$ cat config.mk
export PLATFORM = sky130hd
export DESIGN_NAME = mmio_bomb_responder
export DESIGN_NICKNAME = d
export VERILOG_FILES = /design/src/rtl/mmio_bomb_responder.sv
export SDC_FILE = /design/constraint.sdc
export NUM_CORES = 1
export LEC_CHECK = 0
export BUFFER_PORTS_ARGS = -buffer_cell sky130_fd_sc_hd__buf_2
export CELL_PAD_IN_SITES_DETAIL_PLACEMENT = 0
export CELL_PAD_IN_SITES_GLOBAL_PLACEMENT = 1
export CORE_ASPECT_RATIO = 1.2
export CORE_MARGIN = 1
export CORE_UTILIZATION = 38
export DETAILED_ROUTE_END_ITERATION = 16
export PLACE_DENSITY = 0.84
export SYNTH_ARGS = -nofsm -noshare
export SYNTH_HDL_FRONTEND = slang
export SYNTH_SLANG_ARGS = --single-unit
$ cat constraint.sdc
create_clock -name clock -period 1.98 [get_ports clock]
set_input_delay 0.198 -clock clock [delete_from_list [all_inputs] [get_ports clock]]
set_output_delay 0.198 -clock clock [all_outputs]
set_load 0.005 [all_outputs]
$ cat src/rtl/mmio_bomb_responder.sv
// Memory-mapped game peripherals: countdown timer, strike counter, button capture, LEDs.
// Eight-word window at BASE_ADDR; registered read data, single-cycle store strobe.
module mmio_bomb_responder #(
  parameter logic [15:0] BASE_ADDR   = 16'hFF00,
  parameter int unsigned TICK_DIV    = 50000000,
  parameter int unsigned NUM_BTN     = 4,
  parameter int unsigned MAX_STRIKES = 3
) (
  input  logic               clock,
  input  logic               reset,
  input  logic [15:0]        addr,
  input  logic [15:0]        wrData,
  input  logic               we,
  input  logic               rdEn,
  output logic [15:0]        rdData,
  output logic               hit,
  input  logic [NUM_BTN-1:0] buttons,
  output logic [15:0]        leds,
  output logic               tickPulse,
  output logic               exploded
);

  localparam int unsigned   PW         = (TICK_DIV > 1) ? $clog2(TICK_DIV) : 1;
  localparam logic [PW-1:0] PrescLast  = PW'(TICK_DIV - 1);
  localparam logic [2:0]    StrikeMax  = 3'(MAX_STRIKES);
  localparam logic [2:0]    OffCtrl    = 3'd0;
  localparam logic [2:0]    OffTimer   = 3'd1;
  localparam logic [2:0]    OffStatus  = 3'd2;
  localparam logic [2:0]    OffButtons = 3'd3;
  localparam logic [2:0]    OffLeds    = 3'd4;
  localparam logic [2:0]    OffStrike  = 3'd5;

  logic               run_q, run_d;
  logic [15:0]        timer_q, timer_d;
  logic               expired_q, expired_d;
  logic [2:0]         strikes_q, strikes_d;
  logic               pending_q, pending_d;
  logic [15:0]        leds_q, leds_d;
  logic [PW-1:0]      presc_q, presc_d;
  logic [15:0]        rd_data_q, rd_data_d;
  logic [NUM_BTN-1:0] btn_s1_q, btn_s2_q, btn_s3_q;

  logic [2:0]         off;
  logic               wr;
  logic               rd_clr;
  logic               tick;
  logic [NUM_BTN-1:0] rise;
  logic [15:0]        btn_ext;

  assign hit       = (addr[15:3] == BASE_ADDR[15:3]);
  assign off       = addr[2:0];
  assign wr        = we & hit;
  // A simultaneous store suppresses the read-clear side effect.
  assign rd_clr    = rdEn & hit & ~we & (off == OffButtons);
  assign tick      = run_q & (presc_q == PrescLast);
  assign rise      = btn_s2_q & ~btn_s3_q;
  assign tickPulse = tick;
  assign exploded  = expired_q | (strikes_q == StrikeMax);
  assign rdData    = rd_data_q;
  assign leds      = leds_q;

  always_comb begin
    btn_ext              = '0;
    btn_ext[NUM_BTN-1:0] = btn_s2_q;
  end

  always_comb begin
    presc_d   = presc_q;
    run_d     = run_q;
    timer_d   = timer_q;
    expired_d = expired_q;
    strikes_d = strikes_q;
    leds_d    = leds_q;
    pending_d = pending_q;

    if (run_q) begin
      presc_d = tick ? '0 : presc_q + 1'b1;
    end

    if (tick && (timer_q != 16'd0)) begin
      timer_d = timer_q - 16'd1;
      if (timer_q == 16'd1) begin
        expired_d = 1'b1;
      end
    end

    // Stores are applied after the tick so a TIMER write overrides the decrement.
    if (wr) begin
      case (off)
        OffCtrl: begin
          run_d = wrData[0];
          if (wrData[1]) begin
            strikes_d = '0;
            expired_d = 1'b0;
          end
        end
        OffTimer: begin
          timer_d   = wrData;
          expired_d = (wrData == 16'd0);
        end
        OffLeds:   leds_d = wrData;
        OffStrike: begin
          if (strikes_q != StrikeMax) begin
            strikes_d = strikes_q + 3'd1;
          end
        end
        default: ;
      endcase
    end

    if (rd_clr) begin
      pending_d = 1'b0;
    end
    if (|rise) begin
      pending_d = 1'b1;
    end
  end

  always_comb begin
    rd_data_d = '0;
    if (hit) begin
      case (off)
        OffCtrl:    rd_data_d = {15'd0, run_q};
        OffTimer:   rd_data_d = timer_q;
        OffStatus:  rd_data_d = {11'd0, pending_q, strikes_q, expired_q};
        OffButtons: rd_data_d = btn_ext;
        OffLeds:    rd_data_d = leds_q;
        default:    rd_data_d = '0;
      endcase
    end
  end

  always_ff @(posedge clock) begin
    if (!reset) begin
      run_q     <= 1'b0;
      timer_q   <= '0;
      expired_q <= 1'b0;
      strikes_q <= '0;
      pending_q <= 1'b0;
      leds_q    <= '0;
      presc_q   <= '0;
      rd_data_q <= '0;
      btn_s1_q  <= '0;
      btn_s2_q  <= '0;
      btn_s3_q  <= '0;
    end else begin
      run_q     <= run_d;
      timer_q   <= timer_d;
      expired_q <= expired_d;
      strikes_q <= strikes_d;
      pending_q <= pending_d;
      leds_q    <= leds_d;
      presc_q   <= presc_d;
      rd_data_q <= rd_data_d;
      btn_s1_q  <= buttons;
      btn_s2_q  <= btn_s1_q;
      btn_s3_q  <= btn_s2_q;
    end
  end

endmodule
==> summary.txt, run 1 <==
Critical path
  – Crit end category: primary output
  – Critical path class: reg2out
  – Most frequent CP cell: buf_6
  – Critical path fanouts, max: 11
  – CP max stage delay: 0.36 ns
  – Worst EP arrival: 1.69 ns
  – Worst EP required: between 1.5 and 2 ns
  – Slowest cell on crit path: dfxtp_2
  – Worst-path cell chain: nor4_4 > nand4_1 > buf_6 > nor2_4 > buf_6 > buf_2
  – Startpoint types: register

Logic synthesis
  – Number of synthesized flops with an enable pin: 0
  – Syn. warnings: 0
  – Synth Flop Type: dfxtp_1
  – Post-Syn Instances: 487
  – Mapped cell area: 4310 µm²
  – FFs w/ async S/R, synth: 0%
  – Sequential share of the synthesized area: about 43%
  – Average size of a mapped cell: 8.85 µm²
  – Yosys reg bits: 92
  – Synth Net Count: 533
  – Synth unique cells: 50

Placement
  – DP Wirelength: ~8.0 mm
  – GPL Wtd Cong: 0.847
  – Port Buf Inserts: 74

Global route
  – Overall Global Routing Usage: between 10% and 20%
  – Largest net degree at the start of global routing: 31
  – Gr ovfl total: 0
  – First-pass GRT wire length: 18.0 mm
  – Antenna violations before repair: 0
  – Vias in the first global route: between 3,000 and 4,000

Flow run
  – Max-cap viol count: 0

Finish
  – Synth-to-Final Area Change: 28.1%
  – Layout cells sized above 1: roughly 28%
  – Nets@finish: 640
  – Final Util: between 50% and 60%
  – Diodes inserted: 0

Clock network
  – CTS root buf: clkbuf_16
  – CTS Buf Count: 9
  – Postcts setup bufs: 0
  – Clk buf depth: 2
  – TritonCTS clock tree: done
  – Clk slew on worst S/H paths: 0.07 ns
  – H-tree lvl count: 3
  – Clock latency on the worst-skew pair: 0.34 ns
  – Cts hold-fix bufs: 0
  – Clock sinks: 92

Power and ir drop
  – Pint: ~0.0030 W
  – PwrDens: ~700 nW/µm²
  – Combinational share of power: 4.2%
  – VDD IR max: between 0.3 and 0.4 mV
  – Clock power frac: between 40% and 50%
  – NetSw: 0.000840 W
  – P_leak: 2.33 nW
  – Sw frac: 21.7%
  – Flop pwr share: 48.1%

Route
  – Via Count: between 3,000 and 4,000
  – Detailed-route wire length: 10.8 mm
  – Antenna Nets Post-Route: 0
  – DR WL/cell: between 10 and 15 µm
  – DRC: 0
  – Via/cell ratio: 5.36
  – First drt pass iteration count: 4
  – Initial DRC count: 189

Hold path
  – Min-Delay Path Class: in2reg

Die
  – Die height: 119 µm
  – Core ar.: 11,000 µm²
  – Row count: 42
  – Die ar.: 11,800 µm²
  – Initial Util: 39.0%
  – Die width: 99.2 µm
  – Io pins: 75

STA
  – Hold Fails Final Rpt: 0
  – Rel. slew slack: 65.3%
  – Worst Tran Pin Value: 0.516 ns
  – Fin. max-slew vios: 0
  – Fmax: 529 MHz
  – Final Cycle Share: 95.5%
  – RSZ-0062 raised after global routing: true
  – Fin Setup TNS: 0 ns
  – Final Critical Period: 1.89 ns
  – Final Skew: 0.0105 ns
  – Final setup fails: 0

Run status
  – Outcome: completed
==> metal layers <==
layer	wire, µm	track usage (%)	vias up
li1	-	-	1945
met1	4830	24.2	1877
met2	5460	31.6	84
met3	394	3.31	15
met4	156	7.44	0
met5	0	0	-
==> layout by cell type, fill, tap and decap left out, types with 3 or more instances in the layout <==
cell / synthesis / final
clkbuf_16: 0 / 9
buf_6: 3 / 3
a22oi_1: 15 / 15
nand2_1: 24 / 24
inv_1: 11 / 11
a211oi_1: 12 / 12
nor4_2: 1 / 3
o22ai_1: 8 / 8
or3_1: 5 / 5
nor2b_1: 9 / 9
nand4_1: 9 / 9
nor2_1: 77 / 76
xor2_1: 9 / 9
o21ai_0: 9 / 9
nor4_1: 19 / 16
nand2b_1: 4 / 4
dfxtp_1: 92 / 90
xnor2_1: 22 / 22
nand3_4: 3 / 3
o21ai_1: 3 / 3
and4_1: 13 / 11
mux2i_1: 21 / 21
and3_1: 7 / 6
nor3_2: 3 / 3
nand3_1: 15 / 15
a21oi_1: 8 / 8
and2_1: 15 / 15
buf_4: 0 / 46
buf_2: 9 / 74
nor3_1: 16 / 16
ha_1: 6 / 5
==> Yosys cell counts, types with 3 or more instances <==
cell	n	share of area (%)
a22oi_1	15	2.6
nand3_1	15	1.7
nand3_4	3	1.2
and3_1	7	1.0
nor3_2	3	0.70
a211oi_1	12	2.1
nor3_1	16	1.9
ha_1	6	1.7
xor2_1	9	1.8
and4_1	13	2.6
nor4_1	19	2.8
nand2_1	24	2.1
inv_1	11	0.96
buf_6	3	0.78
o22ai_1	8	1.2
xnor2_1	22	4.5
o21ai_1	3	0.35
and2_1	15	2.2
a21oi_1	8	0.93
buf_2	9	1.0
mux2i_1	21	4.9
o21ai_0	9	1.0
dfxtp_1	92	43
or3_1	5	0.73
clkbuf_1	15	1.3
nand2b_1	4	0.58
nor2_1	77	6.7
nand4_1	9	1.3
nor2b_1	9	1.3
==> per-stage QoR <==
stage	instances	cell area (µm²)	total power (W)	setup slack [ns]	hold WS [ns]
after floorplan	487	4310	0.00199	0.0717	0.325
after global placement	715	5110	0.00207	-0.0288	0.408
after detailed placement	715	5110	0.00207	-0.0585	0.406
after CTS	731	5450	0.00392	0.00690	0.0529
after global routing	731	5520	0.00399	-0.0402	0.0649
final	731	5520	0.00388	0.0882	0.0607
==> final cells by class <==
type | instances | area, µm²
multi-input combinational | 355 | 2360
inverter | 11 | 41.3
tap | 132 | 165
fill | 1068 | 5520
timing repair buffer | 125 | 790
clock buffer | 9 | 225
sequential | 92 | 1840
clock inverter | 7 | 97.6
==> power by group through the flow <==
stage	Sequential [W]	Clock, W	Combinational, W
after floorplan	0.00191	0	0.0000814
after global placement	0.00191	0	0.000159
after detailed placement	0.00191	0	0.000161
after CTS	0.00187	0.00189	0.000162
after global routing	0.00187	0.00195	0.000177
final	0.00187	0.00185	0.000161
==> logic make-up after synthesis <==
logic type                 count (synthesis)  synth area share, %
xor gates and xnor gates                  31                 6.30
adders and majority gates                  6                 1.74
and+or+nand+nor                          235                 30.6
buffers and inverters                     40                 4.30
muxes                                     22                 5.14
AOI/OAI and AO/OA                         61                 9.20
DFF                                       92                 42.7
==> worst max-delay path, delay by kind of cell, from the launching register on <==
kind | cells | cell delay [ns]
and+or+nand+nor | 3 | 0.57
DFF | 1 | 0.36
buffers and inverters | 3 | 0.42
==> registers in the layout, indices dropped and copies added, names as in the netlist <==
name       count
rdData        16
strikes_q      3
expired_q      1
btn_s2_q       4
btn_s3_q       4
presc_q       26
btn_s1_q       4
pending_q      1
leds          16
run_q          1
timer_q       16
==> repair_timing <==
item | in CTS | in global routing
pin swaps | 0 | 2
gates resized for setup | 4 | 16
gates cloned | 0 | 0
endpoints found under the setup margin | 2 | 13
==> final timing paths <==
path                            cells after the start        start  slack [ns]          end
worst max register to register                      8   timer_q[0]        0.13   timer_q[4]
worst min-delay path                                2   buttons[1]        0.06  btn_s1_q[1]
worst max-delay path                                6  presc_q[16]        0.09    tickPulse
worst min register to register                      1  btn_s1_q[2]        0.43  btn_s2_q[2]
Note: power is estimated with default switching activity, not from simulation.
==> inputs of run 2 (changes only) <==
- clock period: 1.98 -> 1.55 ns (I/O delays scaled with it)
==> run 2 against run 1 <==
The flow now finishes with violations (negative setup slack). Wire length rose by 9.5%. Combinational power rose by 42%. Clock power rose by 25%. Final area rose by 11%. Global-route usage rose by 1.8 points. Total power rose by 27%. Sequential share of layout area fell by 3.1 points. Critical endpoint unchanged. Largest power group unchanged. Highest routed layer unchanged.
==> summary.txt, run 2 (same netlist as run 1, synthesis figures left out) <==
Critical path
  – Crit end category: primary output
  – Critical path class: reg2out
  – Worst EP arrival: 1.66 ns
  – CP max stage delay: 0.33 ns
  – Worst-path cell chain: nor4bb_4 > nand4_1 > buf_6 > nor2_4 > buf_2
  – Critical path fanouts, max: 6
  – Startpoint types: register
  – Worst EP required: 1.39 ns
  – Slowest cell on crit path: dfxtp_2

Route
  – DRC: 0
  – Via/cell ratio: 5.38
  – Initial DRC count: approximately 120
  – DR WL/cell: 15.2 µm
  – Detailed-route wire length: 11.9 mm
  – First drt pass iteration count: 4
  – Antenna Nets Post-Route: 0
  – Via Count: around 4,200

Die
  – Die width: 99.2 µm
  – Core ar.: around 11,000 µm²
  – Die height: 119 µm
  – Initial Util: 39.0%
  – Io pins: 75
  – Die ar.: approximately 12,000 µm²
  – Row count: 42

Clock network
  – TritonCTS clock tree: done
  – H-tree lvl count: 3
  – Clock latency on the worst-skew pair: around 0.35 ns
  – CTS Buf Count: 9
  – Clk buf depth: 2
  – Clk slew on worst S/H paths: 0.07 ns
  – Clock sinks: 92
  – Cts hold-fix bufs: 0
  – CTS root buf: clkbuf_16

STA
  – Worst Tran Pin Value: 0.392 ns
  – Final setup fails: 43
  – Fin. max-slew vios: 0
  – Final Critical Period: 1.81 ns
  – Final Skew: 0.00803 ns
  – RSZ-0062 raised after global routing: true
  – Fmax: approximately 550 MHz
  – Rel. slew slack: roughly 74%
  – Hold Fails Final Rpt: 0
  – PnR worst setup slack: -0.264 ns
  – Final Cycle Share: 117%

Hold path
  – Min-Delay Path Class: in2reg

Power and ir drop
  – VDD IR max: 0.470 mV
  – Flop pwr share: 48.4%
  – PwrDens: 804 nW/µm²
  – Clock power frac: 47.0%
  – P_leak: 2.64 nW
  – Sw frac: 22.3%
  – NetSw: 0.00110 W
  – Combinational share of power: 4.6%
  – Pint: 0.00382 W

Finish
  – Nets@finish: 688
  – Final instance area: roughly 6100 µm²
  – Filler cells: 968
  – Layout Cells excl Fill: around 800
  – Top reg by flops: presc_q
  – Most frequent cells in the layout: buf_4, dfxtp_1, nor2_1
  – Commonest non-fill, non-tap cell in the layout: buf_4
  – Synth-to-Final Area Change: 42.1%
  – Max reg flops: 26
  – Diodes inserted: 0
  – Layout cells sized above 1: 37.1%

Run status
  – Outcome: complete, but fails checks
  – Failing checks: negative setup slack

Global route
  – Grt met3 use: 3.61%
  – Gr ovfl total: 0
  – GRT met1 Usage: 23.5%
  – Met2 usage: 37.1%
  – Antenna violations before repair: 0
  – Most used routing layer: met2
  – Overall Global Routing Usage: 20.7%
  – First-pass GRT wire length: 19.2 mm
  – Vias in the first global route: around 4,000
  – Largest net degree at the start of global routing: 31

Placement
  – Port Buf Inserts: 74
  – DP Wirelength: 8.64 mm
  – Post-DP Area: 5550 µm²
  – DP Cell Count: 758
  – GPL Wtd Cong: 0.883

Flow run
  – Max-cap viol count: 0
run 2: final timing paths:
path	depth (start not counted)	to	start	slack [ns]
hold / removal	2	btn_s1_q[1]	buttons[1]	0.02
setup reg to reg	8	timer_q[1]	timer_q[1]	-0.25
hold reg to reg	1	btn_s2_q[1]	btn_s1_q[1]	0.43
setup / recovery	5	tickPulse	presc_q[24]	-0.26
run 2: power groups by stage:
stage               registers (W)  logic, W  clock network, W
global placement          0.00243  0.000217                 0
floorplan                 0.00243  0.000106                 0
CTS                       0.00238  0.000227           0.00236
detailed placement        0.00244  0.000222                 0
finish                    0.00238  0.000228           0.00231
global route              0.00238  0.000249           0.00249
run 2: layout make-up:
| type | instances | area, µm² | share of cell area, % |
|---|---|---|---|
| clock inverter | 6 | 68.8 | 1.12 |
| tap | 132 | 165 | 2.70 |
| timing repair buffer | 173 | 1190 | 19.4 |
| inverter | 11 | 43.8 | 0.715 |
| clock buffer | 10 | 250 | 4.09 |
| sequential | 92 | 1860 | 30.3 |
| multi-input combinational | 355 | 2550 | 41.7 |
run 2: critical path: cells and delay by family, from the launching register on:
family	cells	cell delay, ns
flip-flops	1	0.33
AND/OR/NAND/NOR	3	0.64
buffers and inverters	2	0.33
run 2: metrics by stage:
stage          TNS [ns]  hold WS [ns]  setup slack [ns]  total power, W  util [%]
6_report          -5.62        0.0183            -0.264         0.00492      55.5
3_3_place_gp     -14.50         0.363            -0.296         0.00265      50.3
4_1_cts           -6.29        0.0105            -0.242         0.00497      54.6
3_5_place_dp     -17.06         0.369            -0.336         0.00266      50.3
2_1_floorplan     -5.51         0.282            -0.157         0.00254         -
5_1_grt          -11.02        0.0110            -0.389         0.00512      55.5
run 2: metal layers:
| metal | vias to the layer above | share of wire [%] |
|---|---|---|
| li1 | 2045 | - |
| met1 | 1990 | 41 |
| met2 | 121 | 51 |
| met3 | 35 | 5.0 |
| met4 | 0 | 2.9 |
| met5 | - | 0 |
run 2: repair_timing:
item                       CTS  global route
buffers inserted             2             2
cloned                       1             0
gates resized for setup     28            18
pin swaps                   10            14
setup endpoints to repair   47            48
==> inputs of run 3 (changes only) <==
- RECOVER_POWER: unset -> 100
==> run 3 against run 2 <==
The flow still finishes with violations (negative setup slack). Sequential power about the same. Worst hold slack improved by 0.00051 ns. Register-to-register slack about the same. Via count rose by 0.12%. Wire length grew 0.22%. Sequential share of layout area rose by 0.17 points. Die area did not move. First-iteration DRC count increased by 3.3%.
==> summary.txt, run 3 (same netlist as run 1, synthesis figures left out) <==
Route
  – First drt pass iteration count: 5
  – Via Count: 4,196
  – Initial DRC count: 127
  – Via/cell ratio: 5.39
  – DR WL/cell: 15.3 µm
  – DRC: 0
  – Detailed-route wire length: 11.9 mm
  – Antenna Nets Post-Route: 0

STA
  – Final Skew: 0.00793 ns
  – Final Critical Period: ~1.8 ns
  – Final worst hold slack: between 0.015 and 0.02 ns
  – Hold Fails Final Rpt: 0
  – PnR worst setup slack: -0.270 ns
  – Final setup fails: 75
  – RSZ-0062 raised after global routing: true
  – Worst Tran Pin Value: around 0.6 ns
  – Final Cycle Share: 117%
  – Fmax: ~550 MHz
  – Fin. max-slew vios: 0
  – Rel. slew slack: 60.0%
  – Fin Setup TNS: -9.02 ns

Global route
  – Antenna violations before repair: 0
  – Vias in the first global route: 4,045
  – Overall Global Routing Usage: roughly a fifth
  – Largest net degree at the start of global routing: 31
  – Gr ovfl total: 0
  – First-pass GRT wire length: 19.2 mm

Critical path
  – Worst EP arrival: 1.66 ns
  – Reg2reg start: timer_q[1]
  – Worst EP required: 1.39 ns
  – CP delay by family, top: simple AND/OR/NAND/NOR gates
  – Crit end category: primary output
  – Worst reg2reg setup slack: -0.25 ns
  – Worst-path cell chain: ha_1 > and3_4 > nand3_4 > buf_6 > nor2_4 > buf_2
  – Startpoint types: register
  – RR Endpoint: timer_q[1]
  – Critical path fanouts, max: 4
  – CP max stage delay: 0.35 ns
  – Critical path class: reg2out
  – Slowest cell on crit path: dfxtp_1
  – Worst path bufs/invs: 2
  – R2r worst-path depth: 8

Clock network
  – Clk buf depth: 2
  – H-tree lvl count: 3
  – Cts hold-fix bufs: 0
  – CTS root buf: clkbuf_16
  – Clock latency on the worst-skew pair: 0.35 ns
  – Clk slew on worst S/H paths: 0.07 ns
  – Clock sinks: 92
  – CTS Buf Count: 9
  – TritonCTS clock tree: done

Finish
  – Filler cells: just under 1,000
  – Top reg by flops: presc_q
  – Final instance area: 6080 µm²
  – Max reg flops: 26
  – Nets@finish: between 600 and 700
  – Most frequent cells in the layout: buf_4, dfxtp_1, nor2_1
  – Commonest non-fill, non-tap cell in the layout: buf_4
  – Diodes inserted: 0
  – Synth-to-Final Area Change: 41.2%
  – Layout cells sized above 1: 34.9%

Die
  – Core ar.: 11,000 µm²
  – Initial Util: 39.0%
  – Row count: 42
  – Die ar.: 11,800 µm²
  – Die height: 119 µm
  – Die width: 99.2 µm
  – Io pins: 75

Hold path
  – Min-Delay Path Class: in2reg
  – Min-delay src: buttons[0]
  – Hold-critical path depth: 2
  – Hold Path End: btn_s1_q[0]

Power and ir drop
  – VDD IR max: 0.470 mV
  – P_leak: 2.57 nW
  – PwrDens: between 800 and 900 nW/µm²

Placement
  – Post-DP Area: 5550 µm²
  – GPL Wtd Cong: 0.883
  – Port Buf Inserts: 74
  – DP Wirelength: 8.64 mm

Run status
  – Failing checks: negative setup slack
  – Outcome: complete, but fails checks

Flow run
  – Max-cap viol count: 0
## run 3: cell types whose count changed in the layout (fill, tap and decap cells not counted), moves of 2 or more
cell and delta:
clkbuf_1 +13, buf_2 -12, and2_0 +3, and2_1 -3, buf_6 -2
## run 3: stage by stage
step	setup slack, ns	std cells	utilization (%)	total power, W
after floorplan	-0.157	487	-	0.00254
after global routing	-0.389	779	55.1	0.00512
final	-0.270	779	55.1	0.00492
after CTS	-0.242	777	54.6	0.00497
after global placement	-0.296	758	50.3	0.00265
after detailed placement	-0.336	758	50.3	0.00266
## run 3: how the worst max path moves through the flow
stage / start / to / slack [ns] / depth (start not counted)
6_report: presc_q[1] / tickPulse / -0.27 / 6
5_1_grt: presc_q[24] / timer_q[5] / -0.39 / 7
4_1_cts: presc_q[24] / tickPulse / -0.24 / 5
3_5_place_dp: presc_q[19] / timer_q[14] / -0.34 / 6
3_3_place_gp: addr[4] / timer_q[15] / -0.30 / 7
2_1_floorplan: presc_q[15] / timer_q[11] / -0.16 / 6
## run 3: per-layer routing
metal / vias to the layer above / share of wire [%] / GRT usage [%]
met5: - / 0 / 0
met4: 0 / 2.7 / 9.93
met3: 31 / 4.6 / 3.61
met2: 120 / 51 / 37.1
met1: 1999 / 41 / 23.5
li1: 2046 / - / -
## run 3: final cells by class
type / count / area [µm²] / share of cell area, %
Multi-Input combinational cell: 355 / 2540 / 41.8
Sequential cell: 92 / 1860 / 30.5
Timing Repair Buffer: 173 / 1160 / 19.0
Clock buffer: 10 / 250 / 4.11
Tap cell: 132 / 165 / 2.71
Clock inverter: 6 / 68.8 / 1.13
Inverter: 11 / 43.8 / 0.720
## run 3: what timing repair did
action,4_1_cts,5_1_grt
pin swaps,10,14
gates cloned,1,0
hold endpoints to repair,0,0
endpoints found under the setup margin,47,48
gates resized for setup,28,18
setup buffers,2,2
## run 3: power by group
part           switching, W  total, W  internal (W)
Sequential       0.00000558   0.00238       0.00238
Combinational      0.000136  0.000225     0.0000890
Clock              0.000953   0.00231       0.00136
Total               0.00110   0.00492       0.00382
